**config.mk**
```make
export PLATFORM = sky130hd
export DESIGN_NAME = sram_like_arbiter
export DESIGN_NICKNAME = d
export VERILOG_FILES = /design/src/rtl/sram_like_arbiter.sv
export SDC_FILE = /design/constraint.sdc
export NUM_CORES = 1
export LEC_CHECK = 0
export CORE_AREA = 2 2 125 127
export CTS_CLUSTER_DIAMETER = 150
export DETAILED_ROUTE_END_ITERATION = 12
export DIE_AREA = 0 0 127 129
export GPL_ROUTABILITY_DRIVEN = 0
export GPL_TIMING_DRIVEN = 0
export PLACE_DENSITY = 0.52
export SLEW_MARGIN = 30
export SYNTH_ARGS = -nofsm -noshare
export SYNTH_HDL_FRONTEND = slang
export SYNTH_SLANG_ARGS = --single-unit
```
**constraint.sdc**
```tcl
create_clock -name clk -period 2.4 [get_ports clk]
set_clock_uncertainty 0.1 [all_clocks]
set_input_delay 0.48 -clock clk [delete_from_list [all_inputs] [get_ports clk]]
set_output_delay 0.48 -clock clk [all_outputs]
set_load 0.05 [all_outputs]
```
**src/rtl/sram_like_arbiter.sv**
```systemverilog
// Two-master SRAM-like port arbiter: fixed priority to the data requester (m1),
// grant held until address accept, in-order ID FIFO routes responses back.
module sram_like_arbiter #(
  parameter int unsigned MAX_OUTS = 2
) (
  input  logic        clk,
  input  logic        reset,
  input  logic        m0_req,
  input  logic        m0_wr,
  input  logic [1:0]  m0_size,
  input  logic [31:0] m0_addr,
  input  logic [3:0]  m0_wstrb,
  input  logic [31:0] m0_wdata,
  output logic        m0_addr_ok,
  output logic        m0_data_ok,
  output logic [31:0] m0_rdata,
  input  logic        m1_req,
  input  logic        m1_wr,
  input  logic [1:0]  m1_size,
  input  logic [31:0] m1_addr,
  input  logic [3:0]  m1_wstrb,
  input  logic [31:0] m1_wdata,
  output logic        m1_addr_ok,
  output logic        m1_data_ok,
  output logic [31:0] m1_rdata,
  output logic        s_req,
  output logic        s_wr,
  output logic [1:0]  s_size,
  output logic [31:0] s_addr,
  output logic [3:0]  s_wstrb,
  output logic [31:0] s_wdata,
  input  logic        s_addr_ok,
  input  logic        s_data_ok,
  input  logic [31:0] s_rdata
);

  localparam int unsigned PTR_W = (MAX_OUTS > 1) ? $clog2(MAX_OUTS) : 1;
  localparam int unsigned CNT_W = PTR_W + 1;

  typedef enum logic [1:0] {IDLE, HOLD0, HOLD1} state_t;

  state_t              state;
  logic [CNT_W-1:0]    count;
  logic [PTR_W-1:0]    wr_ptr;
  logic [PTR_W-1:0]    rd_ptr;
  logic [MAX_OUTS-1:0] ids;

  logic full;
  logic empty;
  logic gnt_vld;
  logic gnt_id;
  logic push;
  logic pop;
  logic head;

  // Grant selection: held grants override priority, new grants only when not full
  always_comb begin
    full    = (count == CNT_W'(MAX_OUTS));
    empty   = (count == '0);
    gnt_vld = 1'b0;
    gnt_id  = 1'b0;
    case (state)
      IDLE: begin
        if (!full && m1_req) begin
          gnt_vld = 1'b1;
          gnt_id  = 1'b1;
        end else if (!full && m0_req) begin
          gnt_vld = 1'b1;
          gnt_id  = 1'b0;
        end
      end
      HOLD0: begin
        gnt_vld = 1'b1;
        gnt_id  = 1'b0;
      end
      HOLD1: begin
        gnt_vld = 1'b1;
        gnt_id  = 1'b1;
      end
      default: begin
        gnt_vld = 1'b0;
        gnt_id  = 1'b0;
      end
    endcase
  end

  // Slave request mux; fields are zero without a grant
  always_comb begin
    s_req   = 1'b0;
    s_wr    = 1'b0;
    s_size  = 2'd0;
    s_addr  = 32'd0;
    s_wstrb = 4'd0;
    s_wdata = 32'd0;
    if (gnt_vld) begin
      if (gnt_id) begin
        s_req   = m1_req & ~full & ~reset;
        s_wr    = m1_wr;
        s_size  = m1_size;
        s_addr  = m1_addr;
        s_wstrb = m1_wstrb;
        s_wdata = m1_wdata;
      end else begin
        s_req   = m0_req & ~full & ~reset;
        s_wr    = m0_wr;
        s_size  = m0_size;
        s_addr  = m0_addr;
        s_wstrb = m0_wstrb;
        s_wdata = m0_wdata;
      end
    end
  end

  assign push = s_req & s_addr_ok;
  assign pop  = s_data_ok & ~empty & ~reset;
  assign head = ids[rd_ptr];

  assign m0_addr_ok = push & ~gnt_id;
  assign m1_addr_ok = push & gnt_id;
  assign m0_data_ok = pop & ~head;
  assign m1_data_ok = pop & head;
  assign m0_rdata   = s_rdata;
  assign m1_rdata   = s_rdata;

  // Grant FSM and ID FIFO state
  always_ff @(posedge clk) begin
    if (reset) begin
      state  <= IDLE;
      count  <= '0;
      wr_ptr <= '0;
      rd_ptr <= '0;
      ids    <= '0;
    end else begin
      case (state)
        IDLE:    if (s_req && !s_addr_ok) state <= gnt_id ? HOLD1 : HOLD0;
        HOLD0:   if (s_addr_ok || !m0_req) state <= IDLE;
        HOLD1:   if (s_addr_ok || !m1_req) state <= IDLE;
        default: state <= IDLE;
      endcase
      if (push) begin
        ids[wr_ptr] <= gnt_id;
        wr_ptr      <= wr_ptr + PTR_W'(1);
      end
      if (pop) rd_ptr <= rd_ptr + PTR_W'(1);
      case ({push, pop})
        2'b10:   count <= count + CNT_W'(1);
        2'b01:   count <= count - CNT_W'(1);
        default: count <= count;
      endcase
    end
  end

endmodule

```
==> Yosys cells after proc, flatten, opt, wreduce, memory -nomap -nowiden <==
Cells that the tools add are included.
{ "op_classes": {"eq_ne": 8, "mul": 0, "n_mux": 28, "order_cmp": 3, "add_sub_neg": 4, "n_div": 0, "n_reduce_logical": 15, "n_bitwise": 16, "shifts": 0} }
{ "op_table": {"columns": ["operator", "count"], "rows": [
  ["$mux W32", 4],
  ["$mux W2", 6],
  ["$and A1 B1 Y1", 11],
  ["$mux W1", 10],
  ["$mux W4", 2],
  ["$eq A2 B2 Y1 const B", 3],
  ["$ne A2 B2 Y1 const B", 3],
  ["$pmux W2 S3", 1],
  ["$not A1 Y1", 5],
  ["$eq A2 B1 Y1 const B", 2],
  ["$logic_and A1 B1 Y1", 4],
  ["$logic_not A1 Y1", 4],
  ["$logic_not A2 Y1", 2],
  ["$lt A1 B2 Y1 const B", 2],
  ["$pmux W1 S2", 2],
  ["$pmux W2 S2", 1],
  ["$reduce_and A3 Y1", 1],
  ["$add A1 B1 Y1 const B", 2],
  ["$add A2 B1 Y2 const B", 1],
  ["$bwmux W2", 1],
  ["$logic_or A1 B1 Y1", 2],
  ["$reduce_bool A2 Y1", 1],
  ["$reduce_or A2 Y1", 1],
  ["$sub A2 B1 Y2 const B", 1],
  ["2 further kinds", 2]
]} }
{ "totals": {"memories": 0, "romBits": 0, "in_bits": 180, "latch_bits": 0, "elab_cells": 79, "reg_bits": 8, "output_inout_bits": 140, "ram_bits": 0} }

==> Logic depth before layout (Yosys ltp) <==
Gate-level depths: netlist of the first run.
{ "logic_depth": {"depth_word": 10, "mapped_depth": 11, "mapped_depth_nobuf": 11} }

==> Least setup slack after synthesis of the first run <==
OpenSTA, ideal clock, no wires.
{ "synth_path": {"path_kind": "register -> output", "start": "reg state[0]", "end": "out m0_addr_ok", "required_time_ps": 1820, "n_path_buf": 0, "path_stages_with_launch": 9, "arrival_ps": 2313, "setup_slack_ps": -493, "cell_sequence": "dfxtp_1 -> inv_1 -> ha_1 -> nor3_1 -> nor2_1 -> nand4b_4 -> inv_1 -> nand2_1 -> nor2_1"} }
{ "synth_via": {"elab_chain_len": 6, "elab_cells_between_ends": 11, "cone_classes": "eq/ne (2); mux (4); bitwise (3); reduce/logical (2)"} }
{ "synth_rtl": {"columns": ["item", "line", "text"], "rows": [
  ["start: declaration", "42", "state_t state;"],
  ["start signal: assignment", "135", "IDLE: if (s_req && !s_addr_ok) state <= gnt_id ? HOLD1 : HOLD0;"],
  ["$eq A2 B2 Y1 (tied with other cells)", "62", "case (state)"],
  ["$pmux W1 S2 / $reduce_or A2 Y1 (equally long branches)", null, null],
  ["$mux W1 / $pmux W1 S2 (equally long branches)", "96, 62", null],
  ["$mux W1 (*)", "95", "if (gnt_vld) begin"],
  ["net s_req", "26", "output logic s_req,"],
  ["$and A1 B1 Y1 (*)", "114", "assign push = s_req & s_addr_ok;"],
  ["$and A1 B1 Y1 (*)", "118", "assign m0_addr_ok = push & ~gnt_id;"],
  ["end: declaration", "14", "output logic m0_addr_ok,"]
]} }
Mark *: on every way through the listed nets, which the timed path passes. The rest lies on a longest branch.

==> Worst setup path after layout of the first run <==
{ "layout_path": {"start": "reg state[0]", "end": "out s_addr[25]"} }
{ "layout_via": {"elab_chain_len": 4, "elab_cells_between_ends": 8, "cone_classes": "eq/ne (2); mux (4); reduce/logical (2)"} }
{ "layout_rtl": {"columns": ["item", "line", "text"], "rows": [
  ["$eq A2 B2 Y1 (tied with other cells)", "62", null],
  ["$pmux W1 S2 / $reduce_or A2 Y1 (equally long branches)", null, null],
  ["$mux W32 / $pmux W1 S2 (equally long branches)", "96, 62", null],
  ["$mux W32 (*)", "95", null],
  ["end: declaration", "29", "output logic [31:0] s_addr,"]
]} }
Every way passes the cells marked *; elsewhere a longest branch is shown, timed or not.

==> results.txt, run 1 <==
Setup crit start kind = flip-flop
Worst-margin pin slew = 0.518 ns
Violations in the final reports = setup timing
Initial drt markers = 70
Async SR Flop Fraction = 0
Commonest cells post-synth = sky130_fd_sc_hd__nand2_1, sky130_fd_sc_hd__a21oi_1, sky130_fd_sc_hd__buf_4
Max Cap Violations = 0
RSZ-0062 raised after global routing = true
Dominant cell by count in the synthesized netlist = sky130_fd_sc_hd__nand2_1
Die H = 129 um
Clock H-tree levels = 1
Area overhead of the layout relative to synthesis = 226%
Post-Synth Adder-Cell Area = 0.0304
CTS max path bufs = 2
Count of endpoints failing setup in the final report = 51
Post-Route WL = 14700 um
Initial antenna violation count = 0
Multiplexer area fraction after synthesis = 0.00973
Number of instances on the worst hold path = 2
Total number of vias = 3663
Post-synthesis cell count = 369
Final Max Tran Viols = 0
Most used flip-flop cell after synthesis = sky130_fd_sc_hd__dfxtp_1
# port buffers = 286
Sequential fraction of the synthesis area = 0.0778
Synth area leaders = sky130_fd_sc_hd__nand2_1, sky130_fd_sc_hd__buf_4, sky130_fd_sc_hd__a21oi_1
Fraction of the mapped netlist area in simple logic gates = 0.343
Worst slack on hold paths = 0.352 ns
Share of the synthesized netlist area taken by xor and xnor gates = 0.0128
Top-level I/O count = 320
Cell type contributing the most total cell area after synthesis = sky130_fd_sc_hd__nand2_1
Core Footprint = 15000 um2
Pwr per Cell Area = 612 nW/um2
EDFF count, synth = 0
Worst Setup Path Type = flip-flop to primary output
Vias/cell = 4.18
Clock tree from TritonCTS = yes
Die span in x = 127 um
Yosys Warn Count = 0
Fin crit share = 1.02
Finished Core Util = 0.448
Diodes inserted = 0
Combined global-route utilization of all metal layers = 0.162
Worst-skew pair later-pin latency = 0.23 ns
Wire length of the first global-routing pass = 21100 um
Peak VDD IR = 0.000359 V
First-pass detailed-route iteration total = 4
Number of clock sinks seen by CTS = 8
Worst-path fanout max = 5
Run status = finished, violations left
Non-filler cells in the finished layout = 877
Post-synthesis compound-gate area fraction = 0.221
Arr. time, crit path = 1.87 ns
Min Tclk post-route = 2.45 ns
Sum of overflow across all layers after global routing = 0
CP required = 1.82 ns
ANT nets after route = 0
Seq cells post-synth = 8
Count of final hold-check violations = 0
Overall die area = 16400 um2
Combinational family with the most area after synthesis = simple AND/OR/NAND/NOR gates
Post-synth top area share = 0.268
Final setup margin = -0.0473 ns
Max transition margin = 0.654
Number of cells after detailed placement = 843
CP endpoint kind = primary output
Number of nets at the end of the flow = 876
Clock transition at the registers of the reported paths = 0.04 ns
Average wire per standard cell = 16.8 um
Standard-cell row count = 45
Depth of the most critical reg-to-reg path = 14
Share of post-route cells with drive strength above 1 = 0.451
Leakage dissipation = 0.00283 uW
Number of global-route vias before repair = 3891
Number of unique standard cell types used by synthesis = 34
Pin count of the biggest net entering global routing = 11
CTS Hold Bufs = 0
Net Count, Synth = 554
Cell area after technology mapping = 2060 um2
Timing-limited maximum frequency = 409 MHz
Number of clock buffers inserted by TritonCTS = 3
Mean post-synth cell area = 5.58 um2
Worst Hold Class = primary input to flip-flop
Effective utilization at floorplan = 0.137
DRC violation count after routing = 0
Clock Root Buffer = sky130_fd_sc_hd__clkbuf_16
DP Wirelength = 10700 um
[through the flow]
| stage | power, uW | setup TNS, ns | setup WS, ns | instance area (um2) |
|---|---|---|---|---|
| after global routing | 4280 | -7.34 | -0.146 | 6710 |
| after floorplan | 1880 | -19.24 | -0.271 | 2100 |
| after CTS | 4010 | -2.88 | -0.0881 | 6500 |
| after global placement | 2910 | -81.52 | -1.44 | 5200 |
| after detailed placement | 2920 | -84.07 | -1.46 | 5200 |
| final | 4100 | -1.19 | -0.0473 | 6710 |
[layout by cell type, fill, tap and decap left out, drive strengths merged, types with 2 or more instances in the layout]
master	instances
o211ai	2
inv	4
buf	184
or3	2
xor2	2
nor2	9
clkdlybuf4s50	208
a21oi	74
ha	5
nand2b	3
nand2	147
clkbuf	16
mux2i	2
nand4	2
o21ai	3
a31oi	3
dfxtp	8
[repair_timing]
action	4_1_cts	5_1_grt
gates cloned	10	1
pin swaps	16	12
resized for setup	712	52
buffers inserted	21	2
setup endpoints to repair	77	77
[logic make-up after synthesis]
group	after synthesis
and+or+nand+nor	170
buffers and inverters	95
AOI/OAI and AO/OA	86
DFF	8
adders and majority gates	5
xor gates and xnor gates	3
muxes	2
[state kept, by name (all words and copies together), names as in the netlist]
register,flops
state,2
ids,2
wr_ptr,1
rd_ptr,1
count,2
[metal layers]
layer / vias to the layer above / wire, um / GRT usage
met5: - / 0 / 0
met4: 0 / 101 / 0.0168
met3: 6 / 984 / 0.0266
met2: 163 / 8130 / 0.323
met1: 1715 / 5500 / 0.186
li1: 1779 / - / -
[where the power goes]
| part | leakage [uW] | total (uW) | switching [uW] | internal (uW) |
|---|---|---|---|---|
| Sequential | 0.0000670 | 159 | 12.4 | 147 |
| Clock | 0.0000370 | 276 | 61.7 | 214 |
| Combinational | 0.00272 | 3670 | 2100 | 1570 |
| Total | 0.00283 | 4100 | 2170 | 1930 |
[path summary, 6_finish.rpt]
kind | from | endpoint | slack [ns]
setup / recovery | state[0] | s_addr[25] | -0.05
hold / removal | reset | state[0] | 0.35
setup reg to reg | state[0] | count[1] | 0.02
hold reg to reg | ids[0] | ids[0] | 0.36
[area by class of cell]
class | count | area, um2
Fill cell | 1486 | 8270
Inverter | 5 | 27.5
Tap cell | 188 | 235
Sequential cell | 8 | 169
Buffer | 87 | 915
Timing Repair Buffer | 320 | 3360
Multi-Input combinational cell | 266 | 1920
Clock buffer | 3 | 75.1
[critical path, cell delays in order, from the launching register on]
cell	delay, ns
sky130_fd_sc_hd__dfxtp_4	0.35
sky130_fd_sc_hd__inv_4	0.04
sky130_fd_sc_hd__buf_6	0.11
sky130_fd_sc_hd__ha_4	0.17
sky130_fd_sc_hd__a31oi_4	0.20
sky130_fd_sc_hd__buf_6	0.16
sky130_fd_sc_hd__buf_16	0.12
sky130_fd_sc_hd__buf_8	0.12
sky130_fd_sc_hd__nand2_4	0.05
sky130_fd_sc_hd__a21oi_4	0.13
sky130_fd_sc_hd__buf_6	0.17
No activity file was read; power rests on OpenSTA's default activity.
==> run 2: changes to the inputs <==
--- a/config.mk
+++ b/config.mk
@@ -11,7 +11,7 @@
 export DIE_AREA = 0 0 127 129
 export GPL_ROUTABILITY_DRIVEN = 0
 export GPL_TIMING_DRIVEN = 0
-export PLACE_DENSITY = 0.52
+export PLACE_DENSITY_LB_ADDON = 0.05
 export SLEW_MARGIN = 30
 export SYNTH_ARGS = -nofsm -noshare
 export SYNTH_HDL_FRONTEND = slang
==> run 2 against run 1 <==
The flow still finishes with violations (setup timing); power decreased by 0.59%; critical path type unchanged; global-route usage decreased by 0.57 points; highest routed layer is now met5; sequential power about the same.
==> results.txt, run 2 (synthesis gave the netlist of run 1 again) <==
Count of final hold-check violations = 0 (unchanged)
Number of global-route vias before repair = 3479 (-11%)
Pwr per Cell Area = 599 nW/um2 (-2.0%)
Share of power burned in the clock network = 0.068 (about the same)
NetSw = 2180 uW (+0.22%)
Min Tclk post-route = 2.47 ns (+0.0211 ns)
Combinational fraction of design power = 0.893 (about the same)
Post-Route WL = 14700 um (+0.12%)
Cell-by-cell listing of the critical path = buf_6 > ha_4 > a31oi_4 > clkbuf_16 > clkbuf_16 > nand2_4 > a21oi_4 > buf_8
Non-filler cells in the finished layout = 872 (-0.57%)
Finished Core Util = 0.454 (+0.00643)
Switching share of power = 0.533 (+0.00427)
Initial antenna violation count = 1 (+1)
Worst-skew pair later-pin latency = 0.23 ns (about the same)
Most frequent cells in the layout = sky130_fd_sc_hd__clkdlybuf4s50_1, sky130_fd_sc_hd__nand2_1, sky130_fd_sc_hd__buf_4, sky130_fd_sc_hd__buf_6, sky130_fd_sc_hd__a21oi_2
Number of clock buffers inserted by TritonCTS = 3 (unchanged)
Combined global-route utilization of all metal layers = 0.156 (-0.00572)
Clock Root Buffer = sky130_fd_sc_hd__clkbuf_16
Largest stage delay on the critical path = 0.35 ns (about the same)
Violations in the final reports = setup timing
Vias/cell = 4.12 (-1.5%)
Cell seen most often among critical-path stages = sky130_fd_sc_hd__clkbuf_16
Wire length of the first global-routing pass = 20100 um (-5.0%)
Number of cells after detailed placement = 843 (unchanged)
CP required = 1.82 ns (about the same)
Run status = finished, violations left
Die span in x = 127 um (unchanged)
Final setup margin = -0.0684 ns (-0.0211 ns)
Top-level I/O count = 320 (unchanged)
Worst-margin pin slew = 0.510 ns (-0.00851 ns)
Power Internal = 1900 uW (-1.5%)
Critical Path Slowest Stage Cell = sky130_fd_sc_hd__dfxtp_4
Fin crit share = 1.03 (+0.00879)
Sequential Area = 168 um2 (-0.74%)
CTS max path bufs = 2 (unchanged)
Effective utilization at floorplan = 0.137 (unchanged)
Core Footprint = 15000 um2 (unchanged)
Initial drt markers = 66 (-5.7%)
Number of instances on the worst hold path = 2 (unchanged)
Worst Hold Class = primary input to flip-flop
Number of nets at the end of the flow = 871 (-0.57%)
Standard-cell row count = 45 (unchanged)
Sum of overflow across all layers after global routing = 0 (unchanged)
CTS Hold Bufs = 0 (unchanged)
Worst Setup Path Type = flip-flop to primary output
Setup crit start kind = flip-flop
Share of post-route cells with drive strength above 1 = 0.506 (+0.0545)
Pin count of the biggest net entering global routing = 11 (unchanged)
Largest registers in the final layout = count: 2 flops, ids: 2 flops, state: 2 flops
Clock H-tree levels = 1 (unchanged)
RSZ-0062 raised after global routing = true
Most common cell after layout, fill and taps aside = sky130_fd_sc_hd__clkdlybuf4s50_1
Max transition margin = 0.659 (+0.00569)
Arr. time, crit path = 1.89 ns (+0.02 ns)
Origin of the critical flop-to-flop path = state[1]
Register-to-register path setup slack = 0.06 ns (+0.04 ns)
Worst flop-to-flop path endpoint = count[1]
DRC violation count after routing = 0 (unchanged)
Total number of vias = 3589 (-2.0%)
Timing-limited maximum frequency = 405 MHz (-0.86%)
Filler cell count = 1525 (+2.6%)
Seq pwr share = 0.039 (about the same)
ANT nets after route = 0 (unchanged)
Overall die area = 16400 um2 (unchanged)
Worst min-delay path endpoint = count[1]
Leakage dissipation = 0.00292 uW (+3.4%)
Worst setup slack before clock tree synthesis = -1.18 ns (+0.276 ns)
Clock transition at the registers of the reported paths = 0.04 ns (about the same)
Max Cap Violations = 0 (unchanged)
CP endpoint kind = primary output
Depth of the most critical reg-to-reg path = 10 (-4)
Worst-path fanout max = 5 (unchanged)
Clock tree from TritonCTS = yes
Peak VDD IR = 0.000295 V (-18%)
Average wire per standard cell = 16.9 um (+0.69%)
First-pass detailed-route iteration total = 4 (unchanged)
# port buffers = 286 (unchanged)
DP Wirelength = 11200 um (+3.9%)
Multi-input combinational cell area = 2080 um2 (+8.2%)
Hold Crit Start = reset
Diodes inserted = 0 (unchanged)
Number of clock sinks seen by CTS = 8 (unchanged)
Final Max Tran Viols = 0 (unchanged)
Area overhead of the layout relative to synthesis = 231%
Count of endpoints failing setup in the final report = 63 (+24%)
Die H = 129 um (unchanged)
## run 2: changes by cell type in the layout (fill, tap and decap cells not counted), sizes merged
cell | before | now
clkdlybuf4s15 | 1 | 0
clkbuf | 16 | 20
buf | 184 | 176
## run 2: final cells by class
class                      instances  share of cell area
multi-input combinational        266               0.306
tap                              188              0.0346
inverter                           5             0.00368
buffer                            89               0.130
timing repair buffer             313               0.490
sequential                         8              0.0246
clock buffer                       3              0.0110
## run 2: critical path, delay by kind of cell (launching register included)
| kind | cells | cell delay [ns] |
|---|---|---|
| flops | 1 | 0.35 |
| fa+ha+maj | 1 | 0.17 |
| simple gates | 1 | 0.05 |
| compound gates | 2 | 0.42 |
| buf+inv | 4 | 0.65 |
## run 2: worst max-delay path by stage
stage             start     endpoint  cells after the start
6_report       state[1]  s_wdata[10]                      8
5_1_grt        state[1]   s_addr[13]                      8
4_1_cts        state[1]   s_wstrb[0]                      9
3_5_place_dp     m1_req   s_wstrb[3]                      8
3_3_place_gp     m1_req  s_wdata[31]                      8
2_1_floorplan  state[1]   s_addr[10]                      8
## run 2: stage by stage
step	hold slack (ns)	cell area, um2	TNS, ns	total power [uW]
global placement	0.355	5200	-80.24	2900
CTS	0.345	6160	-4.36	3770
floorplan	0.334	2100	-19.24	1880
finish	0.349	6800	-1.95	4080
global route	0.357	6800	-7.34	4260
detailed placement	0.366	5200	-81.85	2910
## run 2: metal layers
layer / GRT usage / part of all wire / up-vias
met2: 0.302 / 0.55 / 168
met5: 0 / 0.0012 / -
li1: - / - / 1765
met3: 0.0399 / 0.079 / 16
met4: 0.0259 / 0.012 / 2
met1: 0.175 / 0.36 / 1638
## run 2: what timing repair did
| item | in CTS | in global routing |
|---|---|---|
| resized for setup | 669 | 152 |
| endpoints found under the setup margin | 77 | 77 |
| pin swaps | 35 | 84 |
| setup buffers | 16 | 2 |
| gates cloned | 7 | 4 |
## run 2: power by group through the flow
stage	Clock [uW]	Combinational [uW]	Sequential, uW
2_1_floorplan	0	1720	159
3_3_place_gp	0	2740	162
3_5_place_dp	0	2740	162
4_1_cts	286	3320	158
5_1_grt	296	3810	161
6_report	278	3640	158
